### config.mk
export PLATFORM = sky130hd
export DESIGN_NAME = apb_port_arbiter
export DESIGN_NICKNAME = d
export VERILOG_FILES = /design/src/rtl/apb_port_arbiter.sv
export SDC_FILE = /design/constraint.sdc
export NUM_CORES = 1
export LEC_CHECK = 0
export CORE_AREA = 5 5 102 104
export CTS_CLUSTER_SIZE = 8
export DETAILED_ROUTE_END_ITERATION = 8
export DIE_AREA = 0 0 107 109
export GPL_TIMING_DRIVEN = 1
export PLACE_DENSITY_LB_ADDON = 0.3
export SYNTH_ARGS = -nofsm -noshare
export SYNTH_HDL_FRONTEND = slang
export SYNTH_SLANG_ARGS = --single-unit
### constraint.sdc
create_clock -name a_clk -period 4.76 [get_ports a_clk]
set_clock_uncertainty 0.05 [all_clocks]
set_input_delay 1.428 -clock a_clk [delete_from_list [all_inputs] [get_ports a_clk]]
set_output_delay 1.428 -clock a_clk [all_outputs]
set_load 0.03 [all_outputs]
### src/rtl/apb_port_arbiter.sv
// Round-robin arbiter that funnels several request ports onto one APB master,
// with clock-enable gating and an optional ACCESS-phase timeout.
module apb_port_arbiter #(
    parameter int NumPorts      = 2,
    parameter int TimeoutCycles = 16
) (
    input  logic                     a_clk,
    input  logic                     a_reset_n,
    input  logic [NumPorts-1:0]      req_valid,
    input  logic [NumPorts-1:0][31:0] req_addr,
    input  logic [NumPorts-1:0]      req_write,
    input  logic [NumPorts-1:0][31:0] req_wdata,
    output logic [NumPorts-1:0]      done,
    output logic [31:0]              rsp_rdata,
    output logic                     rsp_slverr,
    input  logic                     p_clk_en,
    output logic [31:0]              p_addr,
    output logic                     p_sel,
    output logic                     p_enable,
    output logic                     p_write,
    output logic [31:0]              p_wdata,
    input  logic [31:0]              p_rdata,
    input  logic                     p_ready,
    input  logic                     p_slverr
);

    localparam int GW = $clog2(NumPorts);
    localparam int TW = (TimeoutCycles > 1) ? $clog2(TimeoutCycles) : 1;

    typedef enum logic [1:0] {
        IDLE,
        SETUP,
        ACCESS
    } state_t;

    state_t        state;
    logic [GW-1:0] grant;
    logic [GW-1:0] last_grant;
    logic [GW-1:0] winner;
    logic [TW-1:0] timeout_count;
    logic          timeout_hit;
    logic          complete;

    // Search starts one past the previous winner so every requester gets a turn.
    always_comb begin
        int            idx_int;
        logic [GW-1:0] idx;
        logic          found;
        winner  = grant;
        found   = 1'b0;
        idx_int = 0;
        idx     = '0;
        for (int i = 1; i <= NumPorts; i++) begin
            idx_int = int'(last_grant) + i;
            if (idx_int >= NumPorts) begin
                idx_int = idx_int - NumPorts;
            end
            idx = GW'(idx_int);
            if (!found && req_valid[idx]) begin
                winner = idx;
                found  = 1'b1;
            end
        end
    end

    generate
        if (TimeoutCycles > 0) begin : g_timeout
            assign timeout_hit = !p_ready && (timeout_count == TW'(TimeoutCycles - 1));
        end else begin : g_no_timeout
            assign timeout_hit = 1'b0;
        end
    endgenerate

    assign complete = (state == ACCESS) && p_clk_en && (p_ready || timeout_hit);

    always_ff @(posedge a_clk or negedge a_reset_n) begin
        if (!a_reset_n) begin
            state         <= IDLE;
            grant         <= '0;
            last_grant    <= GW'(NumPorts - 1);
            timeout_count <= '0;
        end else if (p_clk_en) begin
            case (state)
                IDLE: begin
                    if (|req_valid) begin
                        grant      <= winner;
                        last_grant <= winner;
                        state      <= SETUP;
                    end
                end
                SETUP: begin
                    timeout_count <= '0;
                    state         <= ACCESS;
                end
                ACCESS: begin
                    if (complete) begin
                        state <= IDLE;
                    end else begin
                        timeout_count <= timeout_count + TW'(1);
                    end
                end
                default: state <= IDLE;
            endcase
        end
    end

    // A timeout completion reports an error with zeroed read data.
    always_comb begin
        done       = '0;
        rsp_rdata  = '0;
        rsp_slverr = 1'b0;
        if (complete) begin
            done[grant] = 1'b1;
            if (p_ready) begin
                rsp_rdata  = p_rdata;
                rsp_slverr = p_slverr;
            end else begin
                rsp_slverr = 1'b1;
            end
        end
    end

    assign p_sel    = (state != IDLE);
    assign p_enable = (state == ACCESS);
    assign p_addr   = req_addr[grant];
    assign p_write  = req_write[grant];
    assign p_wdata  = req_wdata[grant];

endmodule

==> impl_metrics.py <==
metrics = {
    "clock_tree": {
        "htree_levels": 1,
        "hold_buffers": 0,
        "numCtsBuffers": 3,
        "clockRootBuffer": "clkbuf_8",
        "worst_skew_pair.late_latency_ns": 0.23,
        "clockBufferDepth": 2,
        "cts_sinks": 8,
        "clk_pin_slew_ns": 0.04,
        "cts_tree": "yes",
        "cts_setup_buffers": 0,
    },
    "placement": {
        "post_dp_cell_area_um2": 4319,
        "port_buffers": 270,
        "gp_congestion": 0.7308,
        "dp_hpwl_um": 7668,
        "place_inst": 534,
    },
    "sta": {
        "setup_viol": 0,
        "period_needed_ns": 4.669,
        "fin_setup_tns_ns": 0,
        "fmax_mhz": 214.2,
        "hold_viol": 0,
        "worst_slew_pin_slew_ns": 0.5503,
        "finalCritPeriodShare_pct": 98.10,
        "slew_headroom_pct": 63.31,
        "maxSlewViolCount": 0,
        "grt_setup_unrepaired": "no",
    },
    "logic_synthesis": {
        "synth_largest_area_cell": "mux2_2",
        "synth_area_um2": 1550,
        "synthFlopType": "dfrtp_1",
        "ys_top_cells_by_area": "mux2_2, and2_1, dfrtp_1",
        "yosysMostFrequentCell": "mux2_2",
        "async_flop_share_pct": 100.0,
        "syn-instance-count": 162,
        "synth_common_cells": "mux2_2, and2_1, dfrtp_1",
        "ys_ff_latch": 8,
        "avgSynthCellArea_um2": 9.569,
        "synth_cell_types": 35,
        "yosysSeqAreaShare_pct": 12.99,
        "yosys_warnings": 0,
        "yosysTopAreaCellShare_pct": 47.94,
        "syn-num-nets": 332,
        "synth_edf_count": 0,
    },
    "global_routing": {
        "grt_pass1_wl_um": 12150,
        "grt_pass1_vias": 2263,
        "grt_use_total_pct": 13.02,
        "grt_max_degree": 51,
        "gr-total-overflow": 0,
        "antenna_found_initial": 0,
    },
    "power": {
        "ir_drop_uv": 287.5,
        "switching_share_pct": 46.97,
        "switchingPower_mw": 0.7556,
        "pwr-share-seq_pct": 9.5,
        "clkPwrFrac_pct": 5.3,
        "p_per_area_nw_per_um2": 367.5,
        "power_frac_comb_pct": 85.2,
        "internal-power_mw": 0.8529,
        "p_leak_nw": 1.738,
    },
    "critical_path": {
        "r2r_start": "timeout_count[0]$_DFFE_PN0P_",
        "cp.arrival_ns": 3.19,
        "endpoint_kind": "output port",
        "cp_max_fo": 32,
        "worst-setup-path-type": "in -> out",
        "startpoint": "p_ready",
        "crit_required_ns": 3.28,
        "r2r_slack_ns": 3.22,
        "cp-start-kind": "primary input",
    },
    "die": {
        "initial_utilization_pct": 16.39,
        "io_pins": 271,
        "die_h_um": 109,
        "rows": 36,
        "fp.dieW_um": 107,
        "dieArea_um2": 11660,
        "core_area_um2": 9459,
    },
    "finish": {
        "final_nets": 595,
        "area_growth_pct": 182.3,
        "final_cells": 538,
        "antennaDiodeCount": 0,
        "final_area_um2": 4377,
        "drive_above_1_share_pct": 18.87,
    },
    "route": {
        "routed_via_density": 4.188,
        "wl_um": 8675,
        "first_iter_violations": 71,
        "first_pass_iters": 4,
        "final_antenna_net_count": 0,
        "vias": 2253,
        "route.detailed.drc": 0,
        "wl_per_cell_um": 16.12,
    },
    "outcome": {
        "outcome": "completed",
    },
    "job": {
        "drv_cap": 0,
    },
    "worst_hold_path": {
        "hold_start": "timeout_count[1]$_DFFE_PN0P_",
        "hp-class": "reg -> reg",
    },
}
## worst max-delay path: stages
cell             delay, ns
clkdlybuf4s50_1       0.54
and3_4                0.37
and2_1                0.16
clkdlybuf4s50_1       0.68
## area by class of cell
type,count,area (um^2)
Tap cell,114,142.6
Sequential cell,8,202.7
Fill cell,896,5082
Clock buffer,4,45.04
Multi-Input combinational cell,138,1236
Timing Repair Buffer,272,2743
Inverter,2,7.507
## flip-flops by register name, summed over array words and instances (netlist names)
register,count
state,2
last_grant,1
timeout_count,4
grant,1
## metrics by stage
stage	total power [mW]	setup slack [ns]	util, %	hold WS (ns)
finish	1.609	0.09058	46.27	0.5001
detailed placement	1.540	0.08343	45.66	0.4985
global placement	1.530	0.1563	45.66	0.4902
CTS	1.632	0.08368	46.14	0.5071
floorplan	0.9866	1.076	-	0.4619
global route	1.687	0.001173	46.27	0.5311
## kinds of logic (layout without fill, tap and decap cells)
kind of cell	count (synthesis)	after routing	synth area share [%]
flip-flops	8	8	12.99
buffers and inverters	16	278	7.263
AND/OR/NAND/NOR	55	55	23.00
adder cells (fa/ha/maj)	1	1	0.8070
multiplexers	67	67	48.59
AO/OA/AOI/OAI	15	15	7.345
## worst paths after layout
kind | to | cells after the start
max in group asynchronous | last_grant$_DFFE_PN1P_ | 1
max | rsp_rdata[2] | 4
max reg2reg | timeout_count[0]$_DFFE_PN0P_ | 4
min in group asynchronous | state[1]$_DFFE_PN0P_ | 1
min reg2reg | timeout_count[1]$_DFFE_PN0P_ | 1
min | timeout_count[1]$_DFFE_PN0P_ | 1
## power groups by stage
stage          sequential, mW  combinational [mW]  clock [mW]
3_3_place_gp            0.156                1.37           0
2_1_floorplan           0.106               0.881           0
4_1_cts                 0.156                1.39      0.0874
5_1_grt                 0.162                1.44      0.0899
3_5_place_dp            0.157                1.38           0
6_report                0.153                1.37      0.0848
## cells in the final DEF, fill, tap and decap left out, types with 2 or more instances in the layout
cell | Yosys | layout
and4_1 | 2 | 2
nor2_1 | 3 | 3
a21o_1 | 2 | 2
nand2_1 | 4 | 4
inv_1 | 2 | 2
mux2_2 | 66 | 66
o21ai_0 | 3 | 3
a21oi_1 | 2 | 2
a22o_1 | 2 | 2
dlymetal6s2s_1 | 0 | 5
clkbuf_8 | 0 | 3
and2_1 | 32 | 32
nand3_1 | 4 | 4
dfrtp_1 | 7 | 6
clkdlybuf4s50_1 | 0 | 265
## per-layer routing
| layer | global-route usage [%] | part of all wire (%) | vias up |
|---|---|---|---|
| met1 | 13.95 | 34 | 1022 |
| met4 | 1.096 | 0.41 | 0 |
| met2 | 25.99 | 57 | 122 |
| met5 | 0 | 0 | - |
| met3 | 3.848 | 8.4 | 4 |
| li1 | - | - | 1105 |
## what timing repair did
item,CTS,global route
endpoints found under the hold margin,0,0
setup endpoints to repair,0,5
resized for setup,0,5
Note: power is estimated with default switching activity, not from simulation.
